--- src/rtl/line_buffer_access_scheduler.sv ---
// line_buffer_access_scheduler: schedules one write slot per pixel and one 3x3-window read slot for a Sobel line buffer
module line_buffer_access_scheduler #(
  parameter int P_FRAME_COLUMNS = 640,
  parameter int P_FRAME_ROWS = 480,
  parameter int P_BUFFER_ROWS = 4,
  parameter int P_COLUMN_BITS = $clog2(P_FRAME_COLUMNS),
  parameter int P_ROW_BITS = $clog2(P_FRAME_ROWS),
  parameter int P_BUFFER_ROW_BITS = $clog2(P_BUFFER_ROWS)
) (
  input  logic clk,
  input  logic rst_n,
  input  logic pixel_clk,
  input  logic data_valid,
  output logic write_enable,
  output logic [P_COLUMN_BITS-1:0] write_column,
  output logic [P_BUFFER_ROW_BITS-1:0] write_row,
  output logic read_enable,
  output logic [P_COLUMN_BITS-1:0] read_column,
  output logic [P_BUFFER_ROW_BITS-1:0] read_row,
  output logic [P_COLUMN_BITS-1:0] pixel_column,
  output logic [P_ROW_BITS-1:0] pixel_row,
  output logic matrix_ready,
  output logic frame_done,
  output logic overrun
);
  localparam int CW = $clog2(P_FRAME_COLUMNS + 1);
  typedef enum logic [1:0] {S_IDLE, S_WRITE, S_READ, S_HOLD} state_t;
  state_t state;
  logic [2:0] pclk_sync;
  logic [1:0] dv_sync;
  logic [CW-1:0] col;
  logic [P_ROW_BITS-1:0] row;
  logic [P_ROW_BITS-1:0] row_m1;
  logic line_active;
  logic pclk_rise;
  logic dv_s;
  logic window;
  assign pclk_rise = pclk_sync[1] & ~pclk_sync[2];
  assign dv_s = dv_sync[1];
  assign row_m1 = row - 1'b1;
  assign window = (col >= CW'(2)) && (row >= P_ROW_BITS'(2));
  // bring the pixel clock and data valid into clk; the extra pixel clock stage gives the rising-edge history
  always_ff @(posedge clk or negedge rst_n)
    if (!rst_n) begin
      pclk_sync <= '0;
      dv_sync <= '0;
    end else begin
      pclk_sync <= {pclk_sync[1:0], pixel_clk};
      dv_sync <= {dv_sync[0], data_valid};
    end
  // slot sequencer: write, optional window read, read-latency hold, with registered strobes and coordinates
  always_ff @(posedge clk or negedge rst_n)
    if (!rst_n) begin
      state <= S_IDLE;
      col <= '0;
      row <= '0;
      line_active <= 1'b0;
      write_enable <= 1'b0;
      write_column <= '0;
      write_row <= '0;
      read_enable <= 1'b0;
      read_column <= '0;
      read_row <= '0;
      pixel_column <= '0;
      pixel_row <= '0;
      matrix_ready <= 1'b0;
      frame_done <= 1'b0;
      overrun <= 1'b0;
    end else begin
      write_enable <= 1'b0;
      read_enable <= 1'b0;
      matrix_ready <= 1'b0;
      frame_done <= 1'b0;
      if (pclk_rise && state != S_IDLE) overrun <= 1'b1;
      case (state)
        S_IDLE:
          if (pclk_rise) begin
            if (dv_s) begin
              if (col < CW'(P_FRAME_COLUMNS)) begin
                state <= S_WRITE;
                write_enable <= 1'b1;
                write_column <= col[P_COLUMN_BITS-1:0];
                write_row <= row[P_BUFFER_ROW_BITS-1:0];
              end else overrun <= 1'b1;
            end else if (line_active) begin
              col <= '0;
              line_active <= 1'b0;
              frame_done <= row == P_ROW_BITS'(P_FRAME_ROWS - 1);
              row <= row == P_ROW_BITS'(P_FRAME_ROWS - 1) ? '0 : row + 1'b1;
            end
          end
        S_WRITE: begin
          col <= col + 1'b1;
          line_active <= 1'b1;
          state <= window ? S_READ : S_IDLE;
          if (window) begin
            read_enable <= 1'b1;
            read_column <= write_column - 1'b1;
            read_row <= row_m1[P_BUFFER_ROW_BITS-1:0];
          end
        end
        S_READ: state <= S_HOLD;
        S_HOLD: begin
          state <= S_IDLE;
          matrix_ready <= 1'b1;
          pixel_column <= read_column;
          pixel_row <= row_m1;
        end
      endcase
    end
endmodule

--- config.mk ---
export PLATFORM = sky130hd
export DESIGN_NAME = line_buffer_access_scheduler
export DESIGN_NICKNAME = d
export VERILOG_FILES = /design/src/rtl/line_buffer_access_scheduler.sv
export SDC_FILE = /design/constraint.sdc
export NUM_CORES = 1
export LEC_CHECK = 0
export ABC_AREA = 1
export CAP_MARGIN = 20
export CORE_MARGIN = 2
export CORE_UTILIZATION = 59
export DETAILED_ROUTE_END_ITERATION = 8
export GPL_TIMING_DRIVEN = 0
export MAX_ROUTING_LAYER = met4
export PLACE_DENSITY = 0.83
export SLEW_MARGIN = 20
export SYNTH_ARGS = -nofsm -noshare
export SYNTH_HDL_FRONTEND = slang
export SYNTH_SLANG_ARGS = --single-unit
--- constraint.sdc ---
create_clock -name clk -period 3.3 [get_ports clk]
set_clock_uncertainty 0.15 [all_clocks]
set_input_delay 0.66 -clock clk [delete_from_list [all_inputs] [get_ports clk]]
set_output_delay 0.66 -clock clk [all_outputs]
set_load 0.05 [all_outputs]
== Word-level counts from Yosys, hierarchy flattened ==
Cells that the tools add are included.

* Flip-flop bits (word level): 75
* Logic and storage cells: 76

* $add $sub $neg: 4
* Magnitude comparators: 3
* Equal/unequal tests: 9
* Muxes and demuxes: 29
* Bitwise logic cells: 3
* Reduce and logical (&&, ||, !) cells: 11

{| class="wikitable"
|+ Operators with widths
! kind !! count
|-
| $mux 10 || 3
|-
| $pmux 10 s2 || 1
|-
| $mux 1 || 18
|-
| $reduce_and 4->1 || 3
|-
| $add 10x1->10 const B || 1
|-
| $ge 10x2->1 const B || 1
|-
| $lt 10x10->1 const B || 1
|-
| $ne 2x2->1 const B || 5
|-
| $sub 10x1->10 const B || 1
|-
| $add 9x1->9 const B || 1
|-
| $eq 9x9->1 const B || 1
|-
| $ge 9x2->1 const B || 1
|-
| $mux 9 || 1
|-
| $sub 9x1->9 const B || 1
|-
| $mux 2 || 4
|-
| $pmux 2 s4 || 1
|-
| $reduce_and 3->1 || 2
|-
| $eq 2x2->1 const B || 2
|-
| $reduce_bool 2->1 || 2
|-
| $eq 2x1->1 const B || 1
|-
| $logic_and 1x1->1 || 2
|-
| $logic_not 2->1 || 1
|-
| $not 1->1 || 2
|-
| $pmux 1 s2 || 1
|-
| 2 further kinds || 2
|}

== Longest topological paths before layout ==
Gate-level depths: netlist of the first run.

* Depth after elaboration: 8
* Gate-level depth with buffers: 10
* Depth with buffers taken out: 9

== Worst setup path before layout of the first run ==
Ideal clock, no wire load.

* Kind: flip-flop to flip-flop
* Start point: register write_column[0]
* End point: register read_column[6]
* Arrival time: 1,437 ps
* Data required time: 3,085 ps
* Path slack: 1,648 ps
* Stages on the path, launching flop included: 10
* Clock period less this slack: 1,652 ps
* Cell sequence: dfrtp_1 inv_1 ha_1 nand2_1 nor2_1 nand2_1 nand2_1 nand2_1 nand3_1 nand2_1

* Longest elaborated chain between the ends: 1

{| class="wikitable"
|+ Ends and longest elaborated chain
! element !! RTL line !! text
|-
| start: declaration || 15 || <nowiki>output logic [P_COLUMN_BITS-1:0] write_column,</nowiki>
|-
| start signal: assignment || 82 || <nowiki>write_column <= col[P_COLUMN_BITS-1:0];</nowiki>
|-
| $sub 10x1->10 || 98 || <nowiki>read_column <= write_column - 1'b1;</nowiki>
|-
| end signal: assignment || 98 ||
|-
| end: declaration || 18 || <nowiki>output logic [P_COLUMN_BITS-1:0] read_column,</nowiki>
|}

No other way between the ends.
A chain may end at the register's enable or synchronous reset.

== Worst setup path in the final report of the first run ==
* Start point: register write_column[5]
* End point: output write_column[5]

No word-level cell between the ends.

==> results of run 1 <==
[sequential cells by signal (all words and copies together) (netlist names), named ones only]
name / cells
read_column: 10
overrun: 1
write_column: 10
write_enable: 1
matrix_ready: 1
pixel_row: 9
read_enable: 1
frame_done: 1
read_row: 2
col: 10
dv_sync: 2
pclk_sync: 3
state: 1
line_active: 1
row: 9
pixel_column: 10
write_row: 2
[Yosys cell counts, types with 3 or more instances]
cell type and number:
nand2_1 129, dfrtp_1 75, nor2_1 40, inv_1 38, nand3_1 38, o21ai_0 30
nand2_2 20, nand4_1 10, buf_6 6, ha_1 6, xor2_1 6, inv_2 5
nor2_4 5, a21oi_1 4, nor3_1 4, nand3b_1 3, nor2_2 3, o21ai_2 3
o22ai_1 3
[power groups by stage]
stage / Sequential, mW / Combinational (mW) / Clock, mW
final: 1.35 / 2.02 / 0.840
after global routing: 1.38 / 2.17 / 0.884
after CTS: 1.35 / 2.02 / 0.851
after detailed placement: 1.36 / 2.00 / 0
after global placement: 1.35 / 1.95 / 0
after floorplan: 1.93 / 0.830 / 0
[metrics by stage]
| stage | power [mW] | util [%] |
|---|---|---|
| final | 4.20 | 74.1 |
| after CTS | 4.22 | 74.1 |
| after global placement | 3.31 | 69.9 |
| after global routing | 4.43 | 74.1 |
| after detailed placement | 3.36 | 70.3 |
| after floorplan | 2.76 | - |
[area by class of cell]
class                   instances  share of cell area (%)
multi-input cells             319                    34.7
plain buffers                  14                    2.69
clock inverters                 7                    2.50
repair buffers                 52                    11.5
clock buffers                   9                    2.66
inverters                      44                    3.55
flip-flops and latches         75                    40.4
well taps                      77                    2.07
[kinds of logic (layout without fill, tap and decap cells)]
group	Yosys count	count (layout)	share of synthesized area [%]
buffers and inverters	58	126	7.68
AND/OR/NAND/NOR	258	258	31.7
XOR/XNOR	8	8	1.85
flip-flops	75	75	49.7
AO/OA/AOI/OAI	47	47	7.12
adder cells (fa/ha/maj)	6	6	1.99
[worst min path at each step]
stage          slack (ps)  cells after the start                   end
6_report               60                      1    row[3]$_DFFE_PN0P_
5_1_grt                70                      1    row[3]$_DFFE_PN0P_
4_1_cts                60                      1    row[3]$_DFFE_PN0P_
3_5_place_dp          190                      0  dv_sync[1]$_DFF_PN0_
3_3_place_gp          180                      0  dv_sync[1]$_DFF_PN0_
2_1_floorplan         180                      0  dv_sync[1]$_DFF_PN0_
[per-layer routing]
metal  share of wire (%)  vias to the layer above  global-route usage [%]
met2                  49                      118                    41.8
met3                 6.1                       16                    3.96
met5                   0                        -                       -
met4                 1.7                        0                    9.53
li1                    -                     1576                       -
met1                  43                     1514                    32.0
==> out/metrics.yaml, run 1 <==
grt_pass1_vias: 3096
post_cts_buffers: 0
start_util_pct: 60.2
power_frac_comb_pct: 48.0
rrSetupSlack_ps: 1480
numCtsBuffers: 9
cp.required_ps: 2490
start_kind: "flip-flop"
cts_tree: "done"
mostFrequentLayoutCells: "nand2_1, dfrtp_1, clkdlybuf4s50_1"
synth_area_leaders: "dfrtp_1, nand2_1, nand3_1"
max_freq_mhz: 407
fin_crit_ps: 2460
crit_start: "write_column[5]$_DFFE_PN0P_"
drc: 0
grt_pass1_wl_um: 14100
grt_start_max_net_pins: 55
clk_pin_slew_worst_paths_ps: 80
io_pins: 52
finalMaxSlewViolations: 0
ys_ff_latch: 75
drt_iter0_markers: 184
final_cell_area_um2: 4650
slowest_stage: "clkdlybuf4s50_1"
synth_cell_types: 36
crit_family: "buffers and inverters"
r2r-end: "row[3]$_DFFE_PN0P_"
placed_cell_area_um2: 4410
core_area_um2: 6280
slew_headroom_pct: 65.5
nNetsFinal: 525
hold_slack_ps: 56.3
yosysSeqAreaShare_pct: 49.7
pre_cts_ws_ps: 1210
die_area_um2: 7060
antenna_found_initial: 0
cts_sinks: 75
fin_ws_ps: 844
multi_input_area_um2: 1610
synth_ff_type: "dfrtp_1"
hp-class: "in2async"
worstPathBufferInverterCount: 1
endpoint: "write_column[5]"
routed_via_density: 5.40
netlist_area_um2: 3780
cp.depth: 1
regArea_um2: 1880
clkLatencyLatePin_ps: 350
p_sw_share_pct: 44.7
drive_above_1_share_pct: 13.8
drv_cap: 0
yosys_warnings: 0
htreeDepth: 3
power_density_nw_per_um2: 904
p_leak_nw: 2.31
wl_per_cell_um: 13.8
p_int_mw: 2.32
crit_fanout: 6
synth_area_leader_cell: "dfrtp_1"
yosys.area.top_type_share_pct: 49.7
final-hold-violation-count: 0
finalNonFillerCells: 597
status: "finished clean"
p_seq_share_pct: 32.0
rows: 29
area_growth_pct: 23.1
pwr-share-clk_pct: 20.0
setup_viol: 0
drt-pass1-iter-count: 5
setup_tns_ps: 0
synth_edf_count: 0
gp_congestion: 0.945
grt_use_total_pct: 25.4
vias: 3224
diodes: 0
p_switching_mw: 1.88
avgSynthCellArea_um2: 8.36
cts_max_path_buffers: 2
critPathKind: "reg2out"
cts_hold_buf: 0
final_common_cell: "nand2_1"
worstRegToRegCells: 6
worstPathCellList: "clkdlybuf4s50_1"
dp_hpwl_um: 5960
peakVddDrop_mv: 0.660
rsz0062_at_grt: "false"
finalCritPeriodShare_pct: 74.4
async_reset_ff_share_pct: 100
syn_inst: 452
ant_nets: 0
die_w_um: 84.0
post_cts_resized: 0
arrival_ps: 1650
fillerInstances: 451
slowest_delay_ps: 850
grt_remaining_overflow: 0
dieHeight_um: 84.0
syn_nets: 462
portBuffers: 51
rr_startpoint: "row[1]$_DFFE_PN0P_"
dp.cells: 581
end_kind: "output pin"
tightestPinTransition_ps: 516
finalWirelength_um: 8240
ctsRootBufferMaster: "clkbuf_8"
No activity file was read; power rests on OpenSTA's default activity.
==> inputs of run 2 (changes only) <==
CORE_UTILIZATION = 55   (was 59)
PLACE_DENSITY = 0.78   (was 0.83)
clock period = 2.4 ns   (was 3.3 ns; I/O delays follow)
==> run 2 against run 1 <==
Sequential share of layout area up 0.45 points. Non-clock buffer count up 1. Critical endpoint is now write_column[4]. Cell count up 0.50%. Clock-buffer cell count up 3. Wire length down 0.79%. Largest cell class unchanged. Global-route usage down 0.95 points. Via count down 1.5%. Die area up 6.9%. Sequential power up 37%.
==> out/metrics.yaml, run 2 (synthesis results as in run 1) <==
slew_headroom_pct: 65.9  # +0.45 points
finalMaxSlewViolations: 0  # unchanged
rr_startpoint: "col[0]$_DFFE_PN0P_"
grt_start_max_net_pins: 54  # -1.8%
cp.required_ps: 1770  # -720 ps
clkLatencyLatePin_ps: 350  # about the same
worstPathBufferInverterCount: 1  # unchanged
diodes: 0  # unchanged
wl_per_cell_um: 13.6  # -1.3%
drv_cap: 0  # unchanged
slowest_stage: "clkdlybuf4s50_1"
finalCritPeriodShare_pct: 95.1
gp_congestion: 0.936  # -0.95%
crit_family: "buffers and inverters"
io_pins: 52  # unchanged
hold_end: "dv_sync[1]$_DFF_PN0_"
pwr-share-clk_pct: 16.4  # -3.6 points
tightestPinTransition_ps: 510  # -6.69 ps
cts_max_path_buffers: 2  # unchanged
grt_remaining_overflow: 0  # unchanged
start_kind: "flip-flop"
p_sw_share_pct: 46.0  # +1.2 points
numCtsBuffers: 9  # unchanged
end_kind: "output pin"
antenna_found_initial: 0  # unchanged
nNetsFinal: 526  # +0.19%
post_cts_resized: 0  # unchanged
start_util_pct: 56.2  # -4.0 points
worstPathCellList: "clkdlybuf4s50_1"
hp-class: "reg2reg"
rrSetupSlack_ps: 570  # -910 ps
dp_hpwl_um: 5990  # +0.46%
slowest_delay_ps: 840  # about the same
power_density_nw_per_um2: 1200  # +33%
status: "finished clean"
cts_hold_buf: 1  # +1
rsz0062_at_grt: "false"
ant_nets: 0  # unchanged
setup_tns_ps: 0  # unchanged
vias: 3177  # -1.5%
routed_via_density: 5.30  # -2.0%
drt_iter0_markers: 237  # +29%
grt_pass1_vias: 3115  # +0.61%
clk_pin_slew_worst_paths_ps: 70  # about the same
drt-pass1-iter-count: 5  # unchanged
ctsRootBufferMaster: "clkbuf_8"
cts_tree: "done"
portBuffers: 51  # unchanged
drc: 0  # unchanged
cts_sinks: 75  # unchanged
p_switching_mw: 2.54  # +35%
min_from: "dv_sync[0]$_DFF_PN0_"
setup_viol: 0  # unchanged
htreeDepth: 3  # unchanged
die_w_um: 86.9  # +3.4%
p_seq_share_pct: 33.6  # +1.6 points
grt_use_total_pct: 24.5  # -0.95 points
core_area_um2: 6720  # +7.0%
p_leak_nw: 2.28  # -1.1%
dieHeight_um: 86.9  # +3.4%
peakVddDrop_mv: 0.430  # -35%
p_int_mw: 2.98  # +28%
finalWirelength_um: 8180  # -0.79%
final_common_cell: "nand2_1"
critPathKind: "reg2out"
final-hold-violation-count: 0  # unchanged
pre_cts_ws_ps: 490  # -724 ps
fin_ws_ps: 117  # -728 ps
fin_crit_ps: 2280
whs_path_depth: 0
grt_pass1_wl_um: 14100  # -0.34%
worstRegToRegCells: 9  # +3
crit_fanout: 5  # -1
rows: 30  # +3.4%
power_frac_comb_pct: 50.1  # +2.1 points
area_growth_pct: 21.7
power_mw: 5.51  # +31%
arrival_ps: 1650  # about the same
r2r-end: "read_column[5]$_DFFE_PN0P_"
mostFrequentLayoutCells: "nand2_1, dfrtp_1, clkdlybuf4s50_1"
drive_above_1_share_pct: 13.1  # -0.77 points
post_cts_buffers: 0  # unchanged
die_area_um2: 7550  # +6.9%
max_freq_mhz: 438
## run 2: changes by cell type in the layout (fill, tap and decap cells not counted)
cell,previous run,this run
bufinv_16,3,1
clkinv_4,1,0
dlygate4sd3_1,0,1
clkinvlp_4,1,0
clkbuf_1,2,5
## run 2: how the worst max path moves through the flow
| stage | start | to | slack (ps) | cells after the start |
|---|---|---|---|---|
| after floorplan | write_column[0]$_DFFE_PN0P_ | read_column[6]$_DFFE_PN0P_ | 750 | 9 |
| after global placement | rst_n | col[9]$_DFFE_PN0P_ | -1770 | 1 |
| after detailed placement | write_column[4]$_DFFE_PN0P_ | write_column[4] | 490 | 1 |
| after CTS | write_column[4]$_DFFE_PN0P_ | write_column[4] | 120 | 1 |
| after global routing | write_column[2]$_DFFE_PN0P_ | write_column[2] | 70 | 1 |
| final | write_column[4]$_DFFE_PN0P_ | write_column[4] | 120 | 1 |
## run 2: power by group through the flow
| stage | sequential, mW | clock [mW] | combinational [mW] |
|---|---|---|---|
| 6_report | 1.85 | 0.903 | 2.76 |
| 4_1_cts | 1.85 | 0.922 | 2.77 |
| 2_1_floorplan | 2.65 | 0 | 1.14 |
| 3_3_place_gp | 1.86 | 0 | 2.69 |
| 3_5_place_dp | 1.87 | 0 | 2.75 |
| 5_1_grt | 1.90 | 0.966 | 3.00 |
## run 2: cell type report
type / count / area [um^2]
clock buffer: 12 / 135
timing repair buffer: 53 / 546
sequential: 75 / 1880
clock inverter: 3 / 40.0
buffer: 14 / 125
fill: 535 / 2120
tap: 80 / 100
multi-input combinational: 319 / 1610
inverter: 44 / 165
## run 2: metal layers
metal / GRT usage [%] / up-vias / wire length [um]
li1: - / 1572 / -
met1: 31.3 / 1505 / 3800
met2: 39.3 / 86 / 3920
met3: 3.32 / 14 / 285
met4: 10.4 / 0 / 170
met5: - / - / 0
## run 2: through the flow
stage | hold slack, ps | instances | utilization [%] | cell area, um^2
6_report | 203 | 600 | 68.5 | 4600
5_1_grt | 211 | 600 | 68.5 | 4600
4_1_cts | 205 | 600 | 68.5 | 4600
3_5_place_dp | 188 | 584 | 65.7 | 4410
3_3_place_gp | 184 | 583 | 65.3 | 4390
2_1_floorplan | 34.4 | 452 | - | 3780
==> inputs of run 3 (changes only) <==
RECOVER_POWER = 50   (was not set)
==> run 3 against run 2 <==
Highest routed layer unchanged. Critical path depth unchanged. Power barely moved. Hold slack worse by 2.2 ps. Largest cell class unchanged. First-iteration DRC count is 8.9% lower. Clock power hardly changed.
==> out/metrics.yaml, run 3 (synthesis results as in run 1) <==
status: "finished clean"
final_common_cell: "nand2_1"
cts_sinks: 75  # unchanged
arrival_ps: 1650  # about the same
vias: 3181  # +0.13%
dp_hpwl_um: 5990  # unchanged
power_density_nw_per_um2: 1200  # +0.33%
portBuffers: 51  # unchanged
finalCritPeriodShare_pct: 95.1  # about the same
dieHeight_um: 86.9  # unchanged
worstPathCellList: "clkdlybuf4s50_1"
drt-pass1-iter-count: 5  # unchanged
drv_cap: 0  # unchanged
diodes: 0  # unchanged
end_kind: "output pin"
hold_slack_ps: 201  # -2.15 ps
p_leak_nw: 2.27  # -0.53%
max_freq_mhz: 438  # about the same
cts_max_path_buffers: 2  # unchanged
p_sw_share_pct: 46.0  # +0.061 points
wl_per_cell_um: 13.7  # +0.22%
crit_fanout: 5  # unchanged
crit_family: "buffers and inverters"
final-hold-violation-count: 0  # unchanged
fillerInstances: 540  # +0.93%
die_w_um: 86.9  # unchanged
drc: 0  # unchanged
pwr-share-clk_pct: 16.4  # about the same
antenna_found_initial: 0  # unchanged
htreeDepth: 3  # unchanged
power_frac_comb_pct: 50.0  # about the same
area_growth_pct: 21.3
post_cts_buffers: 0  # unchanged
clk_pin_slew_worst_paths_ps: 70  # about the same
peakVddDrop_mv: 0.427  # -0.72%
tightestPinTransition_ps: 1320  # +805 ps
cts_tree: "done"
grt_start_max_net_pins: 54  # unchanged
finalMaxSlewViolations: 0  # unchanged
start_kind: "flip-flop"
slowest_delay_ps: 840  # about the same
start_util_pct: 56.2  # unchanged
fin_crit_ps: 2280  # -0.433 ps
clkLatencyLatePin_ps: 350  # about the same
mostFrequentLayoutCells: "nand2_1, dfrtp_1, clkdlybuf4s50_1"
p_seq_share_pct: 33.5  # about the same
ant_nets: 0  # unchanged
drt_iter0_markers: 216  # -8.9%
critPathKind: "reg2out"
grt_use_total_pct: 24.5  # unchanged
rows: 30  # unchanged
p_switching_mw: 2.54  # about the same
hp-class: "reg2reg"
slowest_stage: "clkdlybuf4s50_1"
cts_hold_buf: 1  # unchanged
grt_pass1_vias: 3115  # unchanged
drive_above_1_share_pct: 11.7  # -1.3 points
rsz0062_at_grt: "false"
p_int_mw: 2.97  # -0.16%
die_area_um2: 7550  # unchanged
core_area_um2: 6720  # unchanged
ctsRootBufferMaster: "clkbuf_8"
cp.required_ps: 1770  # about the same
grt_pass1_wl_um: 14100  # unchanged
setup_tns_ps: 0  # unchanged
grt_remaining_overflow: 0  # unchanged
gp_congestion: 0.936  # unchanged
numCtsBuffers: 9  # unchanged
post_cts_resized: 0  # unchanged
setup_viol: 0  # unchanged
slew_headroom_pct: 12.3  # -54 points
io_pins: 52  # unchanged
routed_via_density: 5.30  # +0.13%
placed_cell_area_um2: 4410  # unchanged
nNetsFinal: 526  # unchanged
final_cell_area_um2: 4580  # -0.38%
finalWirelength_um: 8200  # +0.22%
worstPathBufferInverterCount: 1  # unchanged
## run 3: cell count changes in the layout (fill, tap and decap cells not counted), sizes merged
cell,previous run,this run
buf,13,10
dlygate4sd3,1,3
clkdlybuf4s50,50,48
clkbuf,15,18
## run 3: per-stage QoR
| stage | instances | setup slack (ps) | power [mW] | util [%] |
|---|---|---|---|---|
| 6_report | 600 | 117 | 5.51 | 68.2 |
| 5_1_grt | 600 | 74.3 | 5.85 | 68.2 |
| 4_1_cts | 600 | 115 | 5.54 | 68.5 |
| 3_5_place_dp | 584 | 490 | 4.62 | 65.7 |
| 3_3_place_gp | 583 | -1770 | 4.55 | 65.3 |
| 2_1_floorplan | 452 | 748 | 3.79 | - |
## run 3: power by group through the flow
stage	Sequential [mW]	Combinational, mW	Clock, mW
after detailed placement	1.87	2.75	0
after global placement	1.86	2.69	0
final	1.85	2.76	0.906
after floorplan	2.65	1.14	0
after global routing	1.89	2.99	0.966
after CTS	1.85	2.77	0.922
## run 3: area by class of cell
class | instances | area (um^2) | area share [%]
sequential | 75 | 1880 | 41.0
multi-input combinational | 319 | 1610 | 35.1
timing repair buffer | 53 | 542 | 11.8
inverter | 44 | 165 | 3.60
clock buffer | 12 | 135 | 2.95
buffer | 14 | 116 | 2.54
tap | 80 | 100 | 2.18
clock inverter | 3 | 40.0 | 0.874
## run 3: final timing paths
check,start,endpoint,slack [ps],depth (start not counted)
min reg2reg,dv_sync[0]$_DFF_PN0_,dv_sync[1]$_DFF_PN0_,200,0
max in group asynchronous,rst_n,write_enable$_DFF_PN0_,440,3
min,dv_sync[0]$_DFF_PN0_,dv_sync[1]$_DFF_PN0_,200,0
max reg2reg,row[0]$_DFFE_PN0P_,read_column[4]$_DFFE_PN0P_,500,8
min in group asynchronous,rst_n,pixel_row[6]$_DFFE_PN0P_,790,2
max,write_column[4]$_DFFE_PN0P_,write_column[4],120,1
## run 3: layer usage
metal	GRT usage (%)	routed length, um
met5	-	0
met4	10.4	167
met1	31.3	3710
met3	3.32	369
met2	39.3	3950
==> variant, RTL diff (config.mk and constraints of run 3) <==
The parameter `P_FRAME_ROWS` goes from 480 to 240.
--- a/src/rtl/line_buffer_access_scheduler.sv
+++ b/src/rtl/line_buffer_access_scheduler.sv
@@ -3,3 +3,3 @@
   parameter int P_FRAME_COLUMNS = 640,
-  parameter int P_FRAME_ROWS = 480,
+  parameter int P_FRAME_ROWS = 240,
   parameter int P_BUFFER_ROWS = 4,
Ports: changed (resized pixel_row); port bits go from 52 to 51. No check against the original RTL was run, so the function may have changed too.
==> variant against run 3 <==
- sequential cell count decreased by 2
- design area fell by 5.5%
- synthesized area is 7.5% lower
- final cell count is 4.0% lower
- setup slack got worse by 0.016 ns
- total power is 1.9% lower
- maximum frequency shrank 0.69%
- routed wire length is 9.7% lower
- non-clock buffer count down 4
- critical path type unchanged
- critical endpoint is now write_column[7]
==> variant: results (changes against run 3) <==
** Yosys
- The sequential fraction of the synthesis area was 52.24% (was 49.67%).
- Main synth FF type :: sky130_fd_sc_hd__dfrtp_1 (unchanged)
- Distinct cell type count after synthesis :: 31 (was 36)
- Warnings from Yosys :: 0 (unchanged)
- Dominant cells by area after synthesis :: sky130_fd_sc_hd__dfrtp_1, sky130_fd_sc_hd__nand2_1, sky130_fd_sc_hd__inv_1 (was sky130_fd_sc_hd__dfrtp_1, sky130_fd_sc_hd__nand2_1, sky130_fd_sc_hd__nand3_1)
- The proportion of register bits with asynchronous set or reset after synthesis was 100.0% (unchanged).
- The post-synth net total was 441 (was 462).
- Most frequent cells after synthesis: sky130_fd_sc_hd__nand2_1, sky130_fd_sc_hd__dfrtp_1, sky130_fd_sc_hd__inv_1 (was sky130_fd_sc_hd__nand2_1, sky130_fd_sc_hd__dfrtp_1, sky130_fd_sc_hd__nor2_1).

** Place
- IO buf count :: 50 (was 51)
- Estimated wirelength of the detail-placed design :: 5.308 mm (was 5.992 mm)
- Routability-driven placement congestion ratio :: 0.9157 (was 0.9364)
- Total cell area at the placement stage :: 0.004119 mm^2 (was 0.004414 mm^2)
- Worst slack at placement :: 0.4803 ns (was 0.4905 ns)

** Detailed routing
- The first-pass iteration count of the detailed router was 4 (was 5).
- Number of vias per cell :: 5.097 (was 5.302)
- Number of DRC violations after detailed-routing iteration 0 :: 175 (was 216)
- The routed wire length was 7.401 mm (was 8.195 mm).
- The post-detailed-route count of antenna-violating nets is 0 (unchanged).

** Clock network
- The post-CTS setup buffer count came to 0 (unchanged).
- The deepest level of the CTS H-tree was 3 (unchanged).
- The total CTS buffers was 9 (unchanged).
- Clock-pin slew was measured on the worst setup and hold paths at 0.08 ns.
- The latest clock arrival within the worst-skew pair is 0.35 ns (about the same).
- Number of buffers on the longest clock path :: 2 (unchanged)
- The clock root buffer is sky130_fd_sc_hd__clkbuf_8 (unchanged).

** Critical path
- Slowest library cell on the worst path :: sky130_fd_sc_hd__clkdlybuf4s50_1 (unchanged)
- Highest fanout seen on the critical path :: 6 (was 5)
- The arrival time at the worst endpoint came to 1.67 ns (was 1.65 ns).
- The kind of cell with the highest combined delay on the critical path is buffers and inverters (unchanged).
- The highest cell delay on the worst timing path is 0.86 ns (was 0.84 ns).

** Cells and area
- The count of inserted antenna diode cells is 0 (unchanged).
- The number of nets at the end of the flow came to 504 (was 526).
- The ratio of cells with drive above 1 in the final layout came to 6.814% (was 11.73%).

** Pwr
- VDD IR max :: 0.7324 mV (was 0.4270 mV)
- The leakage power total was 0.002175 uW (was 0.002271 uW).

** STA
- Slew headroom :: 57.74% (was 12.32%)
- The number of hold-slack violations in the final timing report is 0 (unchanged).

** Global routing
- GRT Resource Usage Total :: 23.64% (was 24.49%)
- The pin count of the biggest net entering global routing came to 48 (was 54).
- Via count of the first global-routing pass :: 2739 (was 3115)
- The number of antenna violations at the first check in global routing came to 0 (unchanged).
- The first-pass GRT wire length came to 12.79 mm (was 14.07 mm).

** Hold path
- Class of the worst hold path :: register to register (unchanged)

** Run status
- Outcome :: finished, final reports clean (unchanged)
==> variant: routing by layer <==
metal  global-route usage, %  part of all wire, %
met5                       -                    0
met4                   8.944                  1.5
met3                   6.231                  5.3
met2                   34.47                   46
met1                   32.07                   47
==> variant: cell type report <==
class,instances,area [um^2]
fill,542,1909
buffer,11,81.33
clock buffer,10,137.6
timing repair buffer,52,513.0
tap,77,96.34
inverter,48,181.4
multi-input combinational,299,1380
clock inverter,6,115.1
sequential,73,1827
==> variant: worst paths after layout <==
kind | startpoint | end | slack (ns) | cells past startpoint
worst min register to register | pclk_sync[0] | pclk_sync[1] | 0.21 | 0
worst min-delay path | pclk_sync[0] | pclk_sync[1] | 0.21 | 0
min in group asynchronous | rst_n | pclk_sync[2] | 0.53 | 2
worst max-delay path | write_column[7] | write_column[7] | 0.10 | 1
worst max register to register | register | col[6] | 0.30 | 6
max in group asynchronous | rst_n | pixel_row[2] | 0.46 | 3
==> variant: where the power goes <==
part	switching (uW)	internal [uW]
sequential	269	1530
clock	481	722
combinational	1610	786
total	2360	3040
==> variant: worst reg2reg max path: stages (launching register included) <==
cell and delay (ns):
sky130_fd_sc_hd__dfrtp_1 0.39, sky130_fd_sc_hd__inv_1 0.09, sky130_fd_sc_hd__nand2_1 0.22, sky130_fd_sc_hd__clkinvlp_2 0.43, sky130_fd_sc_hd__nor2_1 0.34, sky130_fd_sc_hd__inv_1 0.21, sky130_fd_sc_hd__o21ai_0 0.20
==> variant: through the flow <==
stage	utilization (%)	std cells	total power, uW
floorplan	-	431	3507
global placement	65.60	558	4221
detailed placement	66.00	559	4265
CTS	70.21	576	5479
global route	69.41	576	5734
finish	69.41	576	5405
==> variant: cell families after synthesis <==
| family | share of synthesized area, % |
|---|---|
| AO/OA/AOI/OAI | 7.370 |
| AND/OR/NAND/NOR | 28.73 |
| XOR/XNOR | 1.753 |
| adder cells (fa/ha/maj) | 2.147 |
| buffers and inverters | 7.764 |
| flip-flops | 52.24 |
==> variant: repair_timing <==
| action | 4_1_cts | 5_1_grt |
|---|---|---|
| hold endpoints to repair | 26 | 0 |
| hold buffers | 1 | 0 |
| resized for setup | 0 | 0 |
